`src/rtl/dmem_ddr_bridge.sv`:
```
`default_nettype none
// ---------------------------------------------------------------------------
// dmem_ddr_bridge : stalls the memory stage and turns one load/store into a
//                   DDR controller app_* transaction.  Rev 1.0
// ---------------------------------------------------------------------------
module dmem_ddr_bridge #(
  parameter int DATA_WIDTH = 32,
  parameter int ADDR_WIDTH = 28,
  parameter int TIMEOUT    = 255
) (
  input  logic                  i_clk,
  input  logic                  i_reset_n,
  input  logic                  i_req_valid,
  input  logic                  i_req_we,
  input  logic [31:0]           i_req_addr,
  input  logic [DATA_WIDTH-1:0] i_req_wdata,
  input  logic [3:0]            i_req_be,
  output logic                  o_stall,
  output logic [DATA_WIDTH-1:0] o_rd_data,
  output logic                  o_rd_valid,
  output logic                  o_err,
  output logic                  o_app_en,
  output logic [2:0]            o_app_cmd,
  output logic [ADDR_WIDTH-1:0] o_app_addr,
  input  logic                  i_app_rdy,
  output logic                  o_app_wdf_wren,
  output logic                  o_app_wdf_end,
  output logic [DATA_WIDTH-1:0] o_app_wdf_data,
  output logic [3:0]            o_app_wdf_mask,
  input  logic                  i_app_wdf_rdy,
  input  logic [DATA_WIDTH-1:0] i_app_rd_data,
  input  logic                  i_app_rd_data_valid
);

  typedef enum logic [2:0] {
    S_IDLE    = 3'd0,
    S_WR      = 3'd1,
    S_RD_CMD  = 3'd2,
    S_RD_WAIT = 3'd3,
    S_DONE    = 3'd4
  } state_t;

  localparam logic [2:0] c_CMD_WRITE = 3'b000;
  localparam logic [2:0] c_CMD_READ  = 3'b001;

  state_t                  state_q, state_d;
  logic [ADDR_WIDTH-1:0]   addr_q, addr_d;
  logic [DATA_WIDTH-1:0]   wdata_q, wdata_d;
  logic [3:0]              mask_q, mask_d;
  logic                    cmd_done_q, cmd_done_d;
  logic                    data_done_q, data_done_d;
  logic [7:0]              cnt_q, cnt_d;
  logic [DATA_WIDTH-1:0]   rd_data_q, rd_data_d;
  logic                    is_rd_q, is_rd_d;
  logic                    timeout_q, timeout_d;

  logic                    w_app_en;
  logic [2:0]              w_app_cmd;
  logic                    w_wdf_wren;
  logic                    w_stall;
  logic [7:0]              w_cnt_inc;

  // Address bits outside the word-aligned controller window are dropped.
  logic w_unused;
  assign w_unused  = ^{i_req_addr[31:ADDR_WIDTH], i_req_addr[1:0]};
  assign w_cnt_inc = cnt_q + 8'd1;

  always_comb begin
    state_d     = state_q;
    addr_d      = addr_q;
    wdata_d     = wdata_q;
    mask_d      = mask_q;
    cmd_done_d  = cmd_done_q;
    data_done_d = data_done_q;
    cnt_d       = cnt_q;
    rd_data_d   = rd_data_q;
    is_rd_d     = is_rd_q;
    timeout_d   = timeout_q;
    w_app_en    = 1'b0;
    w_app_cmd   = c_CMD_WRITE;
    w_wdf_wren  = 1'b0;
    w_stall     = 1'b0;

    case (state_q)
      S_IDLE: begin
        if (i_req_valid) begin
          w_stall     = 1'b1;
          addr_d      = {i_req_addr[ADDR_WIDTH-1:2], 2'b00};
          wdata_d     = i_req_wdata;
          mask_d      = ~i_req_be;
          cmd_done_d  = 1'b0;
          data_done_d = 1'b0;
          is_rd_d     = ~i_req_we;
          timeout_d   = 1'b0;
          state_d     = i_req_we ? S_WR : S_RD_CMD;
        end
      end
      S_WR: begin
        // Command and write data are accepted independently, in any order.
        w_stall    = 1'b1;
        w_app_en   = ~cmd_done_q;
        w_wdf_wren = ~data_done_q;
        if (i_app_rdy)     cmd_done_d  = 1'b1;
        if (i_app_wdf_rdy) data_done_d = 1'b1;
        if ((cmd_done_q || i_app_rdy) && (data_done_q || i_app_wdf_rdy))
          state_d = S_DONE;
      end
      S_RD_CMD: begin
        w_stall   = 1'b1;
        w_app_en  = 1'b1;
        w_app_cmd = c_CMD_READ;
        if (i_app_rdy) begin
          cnt_d   = 8'd0;
          state_d = S_RD_WAIT;
        end
      end
      S_RD_WAIT: begin
        // Abort on the TIMEOUT-th wait cycle unless data shows up in it.
        w_stall = 1'b1;
        cnt_d   = w_cnt_inc;
        if (i_app_rd_data_valid) begin
          rd_data_d = i_app_rd_data;
          state_d   = S_DONE;
        end else if (w_cnt_inc == 8'(TIMEOUT)) begin
          rd_data_d = DATA_WIDTH'(32'hDEADBEEF);
          timeout_d = 1'b1;
          state_d   = S_DONE;
        end
      end
      S_DONE: begin
        state_d = S_IDLE;
      end
      default: begin
        state_d = S_IDLE;
      end
    endcase
  end

  always_ff @(posedge i_clk) begin
    if (!i_reset_n) begin
      state_q     <= S_IDLE;
      addr_q      <= '0;
      wdata_q     <= '0;
      mask_q      <= '0;
      cmd_done_q  <= 1'b0;
      data_done_q <= 1'b0;
      cnt_q       <= 8'd0;
      rd_data_q   <= '0;
      is_rd_q     <= 1'b0;
      timeout_q   <= 1'b0;
    end else begin
      state_q     <= state_d;
      addr_q      <= addr_d;
      wdata_q     <= wdata_d;
      mask_q      <= mask_d;
      cmd_done_q  <= cmd_done_d;
      data_done_q <= data_done_d;
      cnt_q       <= cnt_d;
      rd_data_q   <= rd_data_d;
      is_rd_q     <= is_rd_d;
      timeout_q   <= timeout_d;
    end
  end

  // Strobes are forced low for the whole reset window, not just after the edge.
  assign o_stall        = w_stall & i_reset_n;
  assign o_app_en       = w_app_en & i_reset_n;
  assign o_app_cmd      = w_app_cmd;
  assign o_app_addr     = addr_q;
  assign o_app_wdf_wren = w_wdf_wren & i_reset_n;
  assign o_app_wdf_end  = o_app_wdf_wren;
  assign o_app_wdf_data = wdata_q;
  assign o_app_wdf_mask = mask_q;
  assign o_rd_data      = rd_data_q;
  assign o_rd_valid     = (state_q == S_DONE) & is_rd_q & i_reset_n;
  assign o_err          = (state_q == S_DONE) & timeout_q & i_reset_n;

endmodule
`default_nettype wire

```
`config.mk`:
```
export PLATFORM = sky130hd
export DESIGN_NAME = dmem_ddr_bridge
export DESIGN_NICKNAME = d
export VERILOG_FILES = /design/src/rtl/dmem_ddr_bridge.sv
export SDC_FILE = /design/constraint.sdc
export NUM_CORES = 1
export LEC_CHECK = 0
export BUFFER_PORTS_ARGS = -buffer_cell sky130_fd_sc_hd__buf_2
export CORE_AREA = 3 3 107 109
export DETAILED_ROUTE_END_ITERATION = 7
export DIE_AREA = 0 0 110 112
export GPL_TIMING_DRIVEN = 0
export PLACE_DENSITY = 0.76
export SYNTH_ARGS = -nofsm -noshare
export SYNTH_HDL_FRONTEND = slang
export SYNTH_SLANG_ARGS = --single-unit
```
`constraint.sdc`:
```
create_clock -name i_clk -period 2.01 [get_ports i_clk]
set_input_delay 0.1005 -clock i_clk [delete_from_list [all_inputs] [get_ports i_clk]]
set_output_delay 0.1005 -clock i_clk [all_outputs]
set_load 0.01 [all_outputs]
```
* Yosys cells after proc, flatten, opt, wreduce, memory -nomap -nowiden
Cells that the tools add are included.
Cells by class: add/sub/neg operators 1, equality and inequality tests 13, mux-type cells 24, bitwise gates (word level) 11, reduce and logical (&&, ||, !) cells 16
Operators by type and width (count):
- two-way mux 32 bit | 2
- one-hot mux 8 bit (2 select lines) | 1
- two-way mux 3 bit | 5
- != test 2 bit, second input constant | 7
- one-hot mux 3 bit (4 select lines) | 1
- one-hot mux 1 bit (2 select lines) | 5
- adder 8 x 1 -> 8 bit, second input constant | 1
- equality test 8 bit, second input constant | 1
- two-way mux 1 bit | 8
- two-way mux 8 bit | 1
- AND reduction 4 bit | 2
- nonzero test 2 bit | 4
- AND 1 bit | 7
- equality test 3 x 2 -> 1 bit, second input constant | 2
- AND reduction 2 bit | 3
- AND reduction 3 bit | 2
- inverter 4 bit | 1
- equality test 3 x 1 -> 1 bit, second input constant | 1
- equality test 3 bit, second input constant | 1
- zero test 3 bit | 1
- != test 3 bit, second input constant | 1
- inverter 1 bit | 3
- OR reduction 3 bit | 1
- logical OR 1 bit | 2
- 2 further kinds | 2
Word-level totals: flip-flop bits (word level) 109, input port bits 107, logic and storage cells 75

* Longest topological paths before layout
Gate-level depths: netlist of run 1.
word-level depth 5, depth in mapped cells 8

* Least setup slack after synthesis of run 1
No wires, ideal clock.
path kind reg2reg, start reg cnt_q[0], end reg rd_data_q[0], in the netlist o_rd_data[0], data required time 1.891 ns, cell stages (with the launch flop) 9, slack 0.120 ns, library setup time 0.119 ns, arrival 1.770 ns, cell sequence dfxtp_1 > ha_1 > a21oi_1 > o211a_1 > or3b_1 > buf_6 > o211ai_4 > buf_6 > a21oi_1
On the way: cells in the longest elaborated chain, start to end 4
RTL lines:
- start: declaration | RTL line 52 | logic [7:0] cnt_q, cnt_d;
- start signal: assignment | RTL line 158 | cnt_q <= cnt_d;
- adder 8 x 1 -> 8 bit | RTL line 66 | assign w_cnt_inc = cnt_q + 8'd1;
- equality test 8 bit | RTL line 124 | end else if (w_cnt_inc == 8'(TIMEOUT)) begin
- nonzero test 2 bit (no source line)
- AND reduction 2 bit (no source line)
- end signal: assignment | RTL line 159 | rd_data_q <= rd_data_d;
- end: declaration | RTL line 53 | logic [DATA_WIDTH-1:0] rd_data_q, rd_data_d;
No other way between the ends. A chain may end at the register's enable or synchronous reset.

* Worst setup path in the final report of run 1
start reg cnt_q[0], end reg rd_data_q[3], in the netlist o_rd_data[3]
The elaborated chain is that of the path after synthesis.

==> results.txt, run 1 <==
reg2reg path depth - 8
Die Wd - 110 µm
fill cell count - 921
Max Cap Viol - 0
Die Y - 112 µm
post-synthesis compound-gate area fraction - 20.9%
largest net degree at the start of global routing - 19
Worst Setup End Kind - flop
H-tree levels - 3
hold path depth - 3
worst rel slew slack - 61.6%
largest cells by area after synthesis - dfxtp_1, nand2_1, a21oi_1
Syn Std Cell Area - 4330 µm²
status - complete, no violations
Final GP Congestion - 0.832
Worst-path clk slew - 0.11 ns
VDD IR max - 421 µV
worst slew pin tran - 0.576 ns
first-pass GRT wire length - 21800 µm
DR vias - 4810
Slew Viols, Final - 0
cell taking the most area after synthesis - dfxtp_1
Post-synth ARST share - 0%
Worst R2R Setup Slack - 0.10 ns
Post-Synthesis Cells - 542
Rows - 38
global route total overflow - 0
DP HPWL - 8890 µm
critical path type - flop to flop
fin crit share - 94.9%
simple-gate portion of the synthesized area - 19.6%
hold path start - i_app_rd_data[31]
Top FF cell, synth - dfxtp_1
gr usage total - 22.0%
Post-DRT Antenna Nets - 0
CTS tree - built
r2r startpoint - cnt_q[0]
wire per inst - 14.0 µm
mux cell area share after synthesis - 0.463%
Hold Path Class - primary input to flop
layout cell share with drive strength beyond 1 - 29.9%
DP Area - 5520 µm²
Die Area - 12300 µm²
top-count cell post-synth - nand2_1
vias in the first global route - 4725
XOR/XNOR Fraction of Synth Area - 0.809%
post-synth top area share - 50.4%
Max Clk Rate - 0.524 GHz
drt total wl - 13800 µm
CTS Root Cell - clkbuf_8
Critical Path Source Type - flop
post-synthesis area per instance - 7.99 µm²
fin area - 6660 µm²
Synth top cells by count - nand2_1, dfxtp_1, a21oi_1, o21ai_0, nor2_1
fin crit period - 1.91 ns
warnings from Yosys - 0
leakage - 3.00 nW
initial antenna violation count - 1
Arr. time, crit path - 2.17 ns
post-route core utilization - 62.2%
Setup violations, final - 0
Post-synth EDFFs - 0
dpl cells - 886
CTS Buf Count - 9
clock latency on the worst-skew pair - 0.37 ns
Pwr Density - 741 nW/µm²
Critical Path RT - 2.28 ns
drt pass-1 iters - 4
reg2reg end - o_rd_data[3]
core area - 10700 µm²
Starting DRT DRC Count - 278
CTS sink count - 109
Seq cells post-synth - 109
Area Overhead vs Synth - 53.9%
count of final hold-check violations - 0
drc violations - 0
distinct cell type count after synthesis - 45
largest family of logic cells by synthesized area - compound AO/OA/AOI/OAI gates
Post-Route Skew - 0.0180 ns
Starting Density - 40.5%
port buffer count - 201
Non-Filler Instances - 990
Longest Clk Path Bufs - 2
Synth Area in Adders - 0.578%
sequential area share after synthesis - 50.4%
end of the worst hold path - o_rd_data[31]
Crit Path Max Fanout - 9
vias per cell - 4.86
I/O pin total - 212
post-layout net count - 954
[critical path: stages, from the launching register on]
cell,delay (ns)
dfxtp_4,0.40
ha_4,0.17
a21oi_1,0.05
o211a_1,0.23
or3b_1,0.39
buf_6,0.16
o211ai_4,0.16
buf_6,0.17
a21oi_1,0.08
[per-layer routing]
metal  share of wire [%]  global-route usage (%)  vias to the layer above  routed length, µm
met5                   0                       0                        -                  0
met4                 3.2                    10.9                        0                446
met3                 5.6                    4.06                       38                780
met2                  49                    37.0                      157               6820
met1                  42                    26.6                     2197               5780
li1                    -                       -                     2418                  -
[per-stage QoR]
| stage | hold slack (ns) | power, mW | setup TNS [ns] | setup WS (ns) |
|---|---|---|---|---|
| global route | 0.00777 | 5.23 | -0.00881 | -0.00881 |
| detailed placement | 0.283 | 3.54 | -5.83 | -0.226 |
| finish | 0.0125 | 4.93 | 0 | 0.103 |
| floorplan | 0.196 | 3.10 | 0 | 0.120 |
| CTS | 0.000286 | 4.95 | 0 | 0.0319 |
| global placement | 0.280 | 3.53 | -5.85 | -0.206 |
[report_power, final]
part           switching (mW)  internal (mW)
combinational           0.696          0.535
clock                   0.772          0.497
sequential             0.0933           2.34
total                    1.56           3.37
[cell usage in the layout, fill, tap and decap left out, types with 2 or more instances in the layout]
cell / instances
buf_2: 205
nand2_1: 131
dfxtp_1: 104
a21oi_1: 95
dlygate4sd3_1: 83
o21ai_0: 32
nor2_1: 31
inv_1: 27
clkbuf_1: 26
buf_4: 10
clkbuf_8: 10
a311oi_1: 7
a211oi_1: 7
nand3_1: 6
buf_6: 5
nor3_1: 4
o21a_1: 4
conb_1: 4
clkinv_4: 4
xor2_1: 3
o211a_1: 3
dfxtp_2: 3
mux2i_1: 2
nor3b_2: 2
and4_1: 2
and4b_1: 2
nand3b_1: 2
a31oi_1: 2
clkbuf_2: 2
a21boi_0: 2
dfxtp_4: 2
[worst max-delay path by stage]
stage	startpoint	to	slack [ns]	cells past startpoint
floorplan	cnt_q[0]	o_rd_data[0]	0.12	8
global placement	state_q[0]	cmd_done_q	-0.21	7
detailed placement	state_q[0]	data_done_q	-0.23	7
CTS	cnt_q[0]	o_rd_data[9]	0.03	8
global route	cnt_q[0]	o_rd_data[3]	-0.009	8
finish	cnt_q[0]	o_rd_data[3]	0.10	8
[final cells by class]
type	count	area (µm²)	area share [%]
sequential	109	2190	32.9
multi-input combinational	366	1900	28.6
timing repair buffer	290	1890	28.4
buffer	41	206	3.10
tap	140	175	2.63
clock buffer	10	138	2.07
inverter	28	105	1.58
clock inverter	5	46.3	0.695
antenna	1	2.50	0.0376
[state kept, by name, indices dropped and copies added, names as in the netlist]
name / count
o_app_wdf_data: 32
o_rd_data: 32
o_app_addr: 26
cnt_q: 8
o_app_wdf_mask: 4
state_q: 3
cmd_done_q: 1
data_done_q: 1
is_rd_q: 1
timeout_q: 1
[cells by family after synthesis]
family                     after synthesis
AOI/OAI and AO/OA                      159
buffers and inverters                   70
muxes                                    2
other                                    1
and+or+nand+nor                        195
xor gates and xnor gates                 4
adders and majority gates                2
DFF                                    109
[timing repair]
item	in CTS	in global routing
setup buffers	0	4
setup endpoints to repair	57	54
gates cloned	0	2
hold buffers	83	0
gates resized for setup	8	20
pin swaps	0	2
hold endpoints to repair	83	0
Note: power is estimated with default switching activity, not from simulation.
==> inputs of run 2 (changes only) <==
==> constraint.sdc (replaced) <==
create_clock -name i_clk -period 2.01 [get_ports i_clk]
set_input_delay 0.201 -clock i_clk [delete_from_list [all_inputs] [get_ports i_clk]]
set_output_delay 0.201 -clock i_clk [all_outputs]
set_load 0.01 [all_outputs]
==> results.txt, run 2 (synthesis results as in run 1) <==
Final GP Congestion - 0.832 (unchanged)
Max Cap Viol - 0 (unchanged)
Longest Clk Path Bufs - 2 (unchanged)
crit-path max cell delay - 0.40 ns (about the same)
reg2reg end - o_rd_data[9]
Crit. Startpoint - cnt_q[0]
Worst R2R Setup Slack - 0.12 ns (+0.02 ns)
VDD IR max - 412 µV (-2.0%)
Final Power - 4.78 mW (-3.0%)
hold path depth - 3 (unchanged)
Crit Path Max Fanout - 9 (unchanged)
Hold Path Class - primary input to flop
Starting Density - 40.5% (unchanged)
Worst-path clk slew - 0.11 ns (about the same)
Post-DRT Antenna Nets - 0 (unchanged)
critical path type - flop to flop
GR peak layer - met2
Max Clk Rate - 0.529 GHz (+0.93%)
CTS Root Cell - clkbuf_8
DP Area - 5520 µm² (unchanged)
GR Util met2 - 30.1% (-6.9 points)
Die Wd - 110 µm (unchanged)
pre-CTS WS - -0.226 ns (unchanged)
Die Y - 112 µm (unchanged)
count of final hold-check violations - 0 (unchanged)
CTS tree - built
fin crit period - 1.89 ns (-0.0176 ns)
Area Overhead vs Synth - 36.0%
Critical Path RT - 2.27 ns (about the same)
port buffer count - 201 (unchanged)
largest net degree at the start of global routing - 19 (unchanged)
Critical-path top delay cell - dfxtp_4
r2r startpoint - cnt_q[0]
CTS sink count - 109 (unchanged)
worst path cell trace - ha_4 -> a21oi_1 -> o211a_1 -> or3b_1 -> buf_6 -> o211ai_4 -> buf_6 -> a21oi_1
H-tree levels - 3 (unchanged)
clock latency on the worst-skew pair - 0.37 ns (about the same)
Die Area - 12300 µm² (unchanged)
worst rel slew slack - 58.6% (-3.0 points)
Critical Path Source Type - flop
first-pass GRT wire length - 18800 µm (-13%)
worst hold slack - 0.0528 ns (+0.0403 ns)
reg2reg path depth - 8 (unchanged)
Starting DRT DRC Count - 224 (-19%)
Setup violations, final - 0 (unchanged)
vias in the first global route - 4083 (-14%)
CTS Buf Count - 9 (unchanged)
wire per inst - 13.2 µm (-5.8%)
drc violations - 0 (unchanged)
initial antenna violation count - 0 (-1)
layout cell share with drive strength beyond 1 - 33.3% (+3.4 points)
most common cell after layout, fill and taps aside - buf_2
Arr. time, crit path - 2.15 ns (-0.02 ns)
gr usage total - 18.9% (-3.1 points)
post-route core utilization - 55.0% (-7.2 points)
hold path start - i_req_addr[18]
I/O pin total - 212 (unchanged)
final setup margin - 0.121 ns (+0.0176 ns)
status - complete, no violations
drt total wl - 12000 µm (-13%)
Worst Setup End Kind - flop
core area - 10700 µm² (unchanged)
Post-Route Skew - 0.0118 ns (-0.00613 ns)
fin crit share - 94.0% (-0.88 points)
Slew Viols, Final - 0 (unchanged)
end of the worst hold path - o_app_addr[18]
vias per cell - 4.82 (-0.82%)
DR vias - 4390 (-8.7%)
drt pass-1 iters - 4 (unchanged)
Pwr Density - 813 nW/µm² (+9.7%)
diode count - 0 (-1)
grt met1 use - 24.6% (-1.9 points)
most frequent cells in the layout - buf_2, nand2_1, dfxtp_1
fin area - 5880 µm² (-12%)
met3 Use GR - 4.06% (unchanged)
leakage - 2.69 nW (-11%)
global route total overflow - 0 (unchanged)
post-layout net count - 876 (-8.2%)
DP HPWL - 8890 µm (unchanged)
Rows - 38 (unchanged)
worst slew pin tran - 0.621 ns (+0.0454 ns)
==> run 2: layout make-up <==
cell class	instances	area, µm²
clock buffers	10	138
inverters	28	105
multi-input cells	366	1910
repair buffers	212	1110
plain buffers	41	211
flip-flops and latches	109	2190
clock inverters	5	46.3
well taps	140	175
fillers	1057	4810
==> run 2: worst max-delay path by stage <==
stage / slack (ns) / cells past startpoint / end
final: 0.12 / 8 / o_rd_data[9]
after global routing: -0.005 / 8 / o_rd_data[12]
after CTS: 0.03 / 8 / o_rd_data[9]
after detailed placement: -0.23 / 7 / data_done_q
after global placement: -0.21 / 7 / cmd_done_q
after floorplan: 0.12 / 8 / o_rd_data[0]
==> run 2: timing repair <==
action	CTS	global route
hold buffers	4	0
cloned	0	2
resized for setup	9	25
setup endpoints to repair	58	54
hold endpoints to repair	4	0
pin swaps	0	2
buffers inserted	0	5
==> run 2: metrics by stage <==
step / setup TNS [ns] / std cells
after floorplan: 0 / 545
after detailed placement: -5.83 / 886
after global routing: -0.00859 / 911
after global placement: -5.85 / 886
final: 0 / 911
after CTS: 0 / 905
==> run 2: critical path: cells and delay by family, from the launching register on <==
| kind | cells | cell delay, ns |
|---|---|---|
| adders and majority gates | 1 | 0.17 |
| AOI/OAI and AO/OA | 4 | 0.50 |
| DFF | 1 | 0.40 |
| buffers and inverters | 2 | 0.33 |
| and+or+nand+nor | 1 | 0.39 |
==> run 2: power breakdown <==
part           leakage (nW)  total, mW  internal [mW]  switching, mW
Combinational          1.70       1.10          0.443          0.655
Sequential            0.891       2.43           2.34         0.0915
Clock                0.0944       1.25          0.496          0.758
==> run 2: per-layer routing <==
metal  part of all wire, %  wire [µm]
met4                   2.0        236
met2                    46       5570
met5                     0          0
met3                   6.2        740
met1                    45       5450
